==> src/rtl/apb_master_bridge.sv <==
// APB4 requester bridge: one outstanding command at a time, taken from a
// valid/ready request channel, run through SETUP/ACCESS with wait-state and
// timeout handling, and answered on a valid/ready response channel.
module apb_master_bridge #(
    parameter int DATA_WIDTH = 32,
    parameter int ADDR_WIDTH = 32,
    parameter int STRB_WIDTH = DATA_WIDTH / 8,
    parameter int TIMEOUT    = 16
) (
    input  logic                  PCLK,
    input  logic                  PRESET,
    // request channel
    input  logic                  cmd_valid,
    output logic                  cmd_ready,
    input  logic                  cmd_write,
    input  logic [ADDR_WIDTH-1:0] cmd_addr,
    input  logic [DATA_WIDTH-1:0] cmd_wdata,
    input  logic [STRB_WIDTH-1:0] cmd_strb,
    // response channel
    output logic                  rsp_valid,
    input  logic                  rsp_ready,
    output logic [DATA_WIDTH-1:0] rsp_rdata,
    output logic                  rsp_err,
    output logic                  rsp_timeout,
    // APB requester side
    output logic                  PSEL,
    output logic                  PENABLE,
    output logic                  PWRITE,
    output logic [ADDR_WIDTH-1:0] PADDR,
    output logic [DATA_WIDTH-1:0] PWDATA,
    output logic [STRB_WIDTH-1:0] PSTRB,
    input  logic [DATA_WIDTH-1:0] PRDATA,
    input  logic                  PREADY,
    input  logic                  PSLVERR
);

    // A zero TIMEOUT still needs a legal one-bit counter.
    localparam int CNT_W = (TIMEOUT > 0) ? $clog2(TIMEOUT + 1) : 1;
    localparam logic [CNT_W-1:0] LAST_WAIT = (TIMEOUT > 0) ? CNT_W'(TIMEOUT - 1) : '0;

    typedef enum logic [2:0] {
        IDLE   = 3'b001,
        SETUP  = 3'b010,
        ACCESS = 3'b100
    } state_t;

    state_t                  state, state_nxt;
    logic [CNT_W-1:0]        wait_cnt, wait_cnt_nxt;

    logic                    psel_nxt, penable_nxt, pwrite_nxt;
    logic [ADDR_WIDTH-1:0]   paddr_nxt;
    logic [DATA_WIDTH-1:0]   pwdata_nxt;
    logic [STRB_WIDTH-1:0]   pstrb_nxt;
    logic                    rsp_valid_nxt, rsp_err_nxt, rsp_timeout_nxt;
    logic [DATA_WIDTH-1:0]   rsp_rdata_nxt;

    logic                    accept;
    logic                    misaligned;
    logic                    timeout_hit;

    assign cmd_ready   = (state == IDLE) && (!rsp_valid || rsp_ready) && !PRESET;
    assign accept      = cmd_valid && cmd_ready;
    assign misaligned  = |cmd_addr[1:0];
    // Last permitted wait cycle of this ACCESS phase with PREADY still low.
    assign timeout_hit = (TIMEOUT > 0) && !PREADY && (wait_cnt == LAST_WAIT);

    // Next-state and next-output decode; everything holds unless changed.
    always_comb begin
        state_nxt       = state;
        wait_cnt_nxt    = wait_cnt;
        psel_nxt        = PSEL;
        penable_nxt     = PENABLE;
        pwrite_nxt      = PWRITE;
        paddr_nxt       = PADDR;
        pwdata_nxt      = PWDATA;
        pstrb_nxt       = PSTRB;
        rsp_valid_nxt   = rsp_valid && !rsp_ready;
        rsp_rdata_nxt   = rsp_rdata;
        rsp_err_nxt     = rsp_err;
        rsp_timeout_nxt = rsp_timeout;

        case (state)
            IDLE: begin
                if (accept) begin
                    if (misaligned) begin
                        // Rejected locally; the bus is never touched.
                        rsp_valid_nxt   = 1'b1;
                        rsp_rdata_nxt   = '0;
                        rsp_err_nxt     = 1'b1;
                        rsp_timeout_nxt = 1'b0;
                    end else begin
                        state_nxt    = SETUP;
                        wait_cnt_nxt = '0;
                        psel_nxt     = 1'b1;
                        penable_nxt  = 1'b0;
                        pwrite_nxt   = cmd_write;
                        paddr_nxt    = cmd_addr;
                        pwdata_nxt   = cmd_write ? cmd_wdata : '0;
                        pstrb_nxt    = cmd_write ? cmd_strb  : '0;
                    end
                end
            end
            SETUP: begin
                state_nxt   = ACCESS;
                penable_nxt = 1'b1;
            end
            ACCESS: begin
                if (PREADY) begin
                    state_nxt       = IDLE;
                    psel_nxt        = 1'b0;
                    penable_nxt     = 1'b0;
                    rsp_valid_nxt   = 1'b1;
                    rsp_rdata_nxt   = (PWRITE || PSLVERR) ? '0 : PRDATA;
                    rsp_err_nxt     = PSLVERR;
                    rsp_timeout_nxt = 1'b0;
                end else if (timeout_hit) begin
                    state_nxt       = IDLE;
                    psel_nxt        = 1'b0;
                    penable_nxt     = 1'b0;
                    rsp_valid_nxt   = 1'b1;
                    rsp_rdata_nxt   = '0;
                    rsp_err_nxt     = 1'b1;
                    rsp_timeout_nxt = 1'b1;
                end else if (TIMEOUT > 0) begin
                    wait_cnt_nxt = wait_cnt + CNT_W'(1);
                end
            end
            default: begin
                state_nxt   = IDLE;
                psel_nxt    = 1'b0;
                penable_nxt = 1'b0;
            end
        endcase
    end

    // State, wait counter and all registered outputs.
    always_ff @(posedge PCLK) begin
        if (PRESET) begin
            state       <= IDLE;
            wait_cnt    <= '0;
            PSEL        <= 1'b0;
            PENABLE     <= 1'b0;
            PWRITE      <= 1'b0;
            PADDR       <= '0;
            PWDATA      <= '0;
            PSTRB       <= '0;
            rsp_valid   <= 1'b0;
            rsp_rdata   <= '0;
            rsp_err     <= 1'b0;
            rsp_timeout <= 1'b0;
        end else begin
            state       <= state_nxt;
            wait_cnt    <= wait_cnt_nxt;
            PSEL        <= psel_nxt;
            PENABLE     <= penable_nxt;
            PWRITE      <= pwrite_nxt;
            PADDR       <= paddr_nxt;
            PWDATA      <= pwdata_nxt;
            PSTRB       <= pstrb_nxt;
            rsp_valid   <= rsp_valid_nxt;
            rsp_rdata   <= rsp_rdata_nxt;
            rsp_err     <= rsp_err_nxt;
            rsp_timeout <= rsp_timeout_nxt;
        end
    end

endmodule

==> config.mk <==
export PLATFORM = sky130hd
export DESIGN_NAME = apb_master_bridge
export DESIGN_NICKNAME = d
export VERILOG_FILES = /design/src/rtl/apb_master_bridge.sv
export SDC_FILE = /design/constraint.sdc
export NUM_CORES = 1
export LEC_CHECK = 0
export ABC_AREA = 0
export CAP_MARGIN = 10
export CORE_MARGIN = 2
export CORE_UTILIZATION = 35
export DETAILED_ROUTE_END_ITERATION = 8
export PLACE_DENSITY = 0.71
export SYNTH_ARGS = -nofsm -noshare
export SYNTH_HDL_FRONTEND = slang
export SYNTH_SLANG_ARGS = --single-unit
==> constraint.sdc <==
create_clock -name PCLK -period 3.22 [get_ports PCLK]
set_clock_uncertainty 0.15 [all_clocks]
set_input_delay 0.483 -clock PCLK [delete_from_list [all_inputs] [get_ports PCLK]]
set_output_delay 0.483 -clock PCLK [all_outputs]
set_load 0.02 [all_outputs]
==> qor.yml <==
placed_design:
  hpwlAfterDp_um: 9238
  port_buffers: 213
  gp_congestion: 0.7753
hold_path:
  hold_path_class: "reg2reg"
cts:
  tritoncts: "yes"
  cts_max_path_buffers: 2
  clk_pin_slew_ns: 0.06
  clkSinkCount: 113
  clock_latency_ns: 0.40
  post_cts_resized: 0
  cts_root_buf: "clkbuf_16"
  cts_hold_buf: 0
  htreeDepth: 4
  post-cts-setup-buffer-count: 0
  cts-buffers-inserted: 17
pwr:
  clockPowerShare_pct: 52.2
  switching_power_uw: 822.4
  power.internal_mw: 2.937
  p_sw_share_pct: 21.88
  pwr-share-comb_pct: 9.6
  vdd_drop_max_mv: 0.2982
  cellPowerDensity_nw_per_um2: 517.8
  p_leak_nw: 2.612
  seqPwrFrac_pct: 38.2
logic_synthesis:
  synthTopCellsByArea: "dfxtp_1 51%, o311ai_0 13%, a32o_1 7.2%"
  async_flop_share_pct: 0
  yosys-top-cells-count: "113 x dfxtp_1, 67 x o311ai_0, 49 x o21ai_0"
  synth_top_area_share_pct: 50.72
  yosysTopAreaCell: "dfxtp_1"
  ys.flop_type: "dfxtp_1"
  yosysWarningCount: 0
  synth-edff-count: 0
  syn_nets: 571
  postSynthAreaPerCell_um2: 9.655
  syn_area_um2: 4461
  synthDistinctLibCells: 39
  netlist_instances: 462
  synth-seq-area-share_pct: 50.72
  synth_most_common_cell: "dfxtp_1"
  ys_ff_latch: 113
setup_path:
  ff2ff_setup_slack_ns: 0.53
  path_class: "reg2out"
  arrival_ns: 2.16
  crit_required_ns: 2.59
  path_cells: "or3b_2 > nor3_1 > clkdlybuf4s50_1"
  cp_max_fo: 6
  worstSetupEndpointType: "output pin"
  crit_path_start_kind: "flip-flop"
  crit_slowest_cell: "clkdlybuf4s50_1"
  slowest_delay_ns: 0.67
global_routing:
  grt_pass1_wl_um: 21370
  antenna_found_initial: 0
  grt_use_met1_pct: 24.08
  grtUsageMet3_pct: 5.664
  grt.busiest_layer: "met2"
  use_met2_pct: 33.37
  grt_max_degree: 71
  grt_pass1_vias: 4318
  overflow: 0
  grt_use_total_pct: 19.78
routing:
  wire_per_inst_um: 16.61
  antenna_left: 0
  vias: 4466
  via_per_inst: 5.374
  routed_wl_um: 13810
  drc: 0
  first_iter_violations: 251
  dr.pass1.iters: 4
timing:
  period_needed_ns: 2.794
  whs_ns: 0.3343
  drv_slew: 0
  rsz0062_at_grt: "false"
  finalHoldViolCount: 0
  setup_viol: 0
  post-route-period-util_pct: 86.76
  slew_headroom_pct: 28.66
  worstMarginPinSlew_ns: 1.070
  fmax_mhz: 357.9
  fin_setup_tns_ns: 0
die:
  chipHeight_um: 116.9
  die_w_um: 116.9
  placeableCoreArea_um2: 12520
  rows: 41
  boundaryPins: 214
  die_area_um2: 13660
  start_util_pct: 35.64
run_status:
  status: "finished clean"
run:
  cap_violations: 0
finish:
  drive_above_1_share_pct: 7.739
  diodes: 0
  n_fill_cell: 1112
  area_growth_pct: 62.75
  final_nets: 755
registers in the layout, indices dropped and copies added (netlist names):
register and cells:
rsp_rdata 32, PSEL 1, rsp_err 1, rsp_timeout 1, rsp_valid 1, wait_cnt 5, PWDATA 32, state 3
PWRITE 1, PSTRB 4, PADDR 32
per-stage QoR:
stage                     setup slack, ns  std cells  util, %  instance area (um2)  total power, mW
after floorplan                    0.9476        462        -                 4461            1.615
after global placement             0.4528        799    53.03                 6638            1.817
after detailed placement           0.3705        799    53.03                 6638            1.823
after CTS                          0.3925        831    58.00                 7259            3.796
after global routing               0.3321        831    58.00                 7259            3.885
final                              0.4262        831    58.00                 7259            3.759
worst paths after layout:
kind / start / cells after the start / endpoint
worst max register to register: state[0] / 4 / rsp_rdata[14]
worst min-delay path: PADDR[1] / 1 / PADDR[1]
worst max-delay path: state[0] / 3 / cmd_ready
worst min register to register: PADDR[1] / 1 / PADDR[1]
cells by family after synthesis:
group | synth area share [%]
AO/OA/AOI/OAI | 31.53
flip-flops | 50.72
buffers and inverters | 8.695
AND/OR/NAND/NOR | 8.079
adder cells (fa/ha/maj) | 0.5609
XOR/XNOR | 0.1964
multiplexers | 0.2244
power by group through the flow:
stage / Combinational, mW / Sequential (mW) / Clock (mW)
2_1_floorplan: 0.127 / 1.49 / 0
3_3_place_gp: 0.353 / 1.46 / 0
3_5_place_dp: 0.358 / 1.46 / 0
4_1_cts: 0.360 / 1.44 / 2.00
5_1_grt: 0.387 / 1.44 / 2.06
6_report: 0.360 / 1.44 / 1.96
layout by cell type (no fill, tap or decap), drive strengths merged, types with 2 or more instances in the layout:
cell / netlist / final
clkdlybuf4s50: 0 / 213
dfxtp: 113 / 113
o311ai: 67 / 67
o21ai: 54 / 54
nand2: 45 / 45
a32o: 32 / 32
inv: 26 / 26
clkbuf: 52 / 22
o31ai: 19 / 19
buf: 8 / 12
a21oi: 7 / 7
nor3: 4 / 4
bufinv: 0 / 4
and3: 3 / 3
or3b: 3 / 3
nor2: 3 / 3
clkinvlp: 0 / 3
clkinv: 0 / 3
or4: 3 / 3
nand3: 2 / 2
or3: 2 / 2
nor4: 2 / 2
ha: 2 / 2
nor2b: 2 / 2
layout make-up:
cell class | instances | area, um2 | share of cell area [%]
timing repair buffer | 225 | 2235 | 30.78
multi-input combinational | 263 | 1828 | 25.18
inverter | 26 | 97.59 | 1.344
clock buffer | 22 | 464.2 | 6.394
clock inverter | 10 | 157.7 | 2.172
tap | 172 | 215.2 | 2.964
sequential | 113 | 2262 | 31.16
routing by layer:
metal | part of all wire, % | vias to the layer above | wire (um)
li1 | - | 2145 | -
met2 | 49 | 174 | 6814
met1 | 42 | 2131 | 5781
met4 | 1.5 | 0 | 208
met5 | 0 | - | 0
met3 | 7.3 | 16 | 1003
worst max-delay path: cells and delay by family, from the launching register on:
kind	cells	cell delay (ns)
AND/OR/NAND/NOR	2	0.68
flip-flops	1	0.41
buffers and inverters	1	0.67
Power figures use the tool's default switching activity.
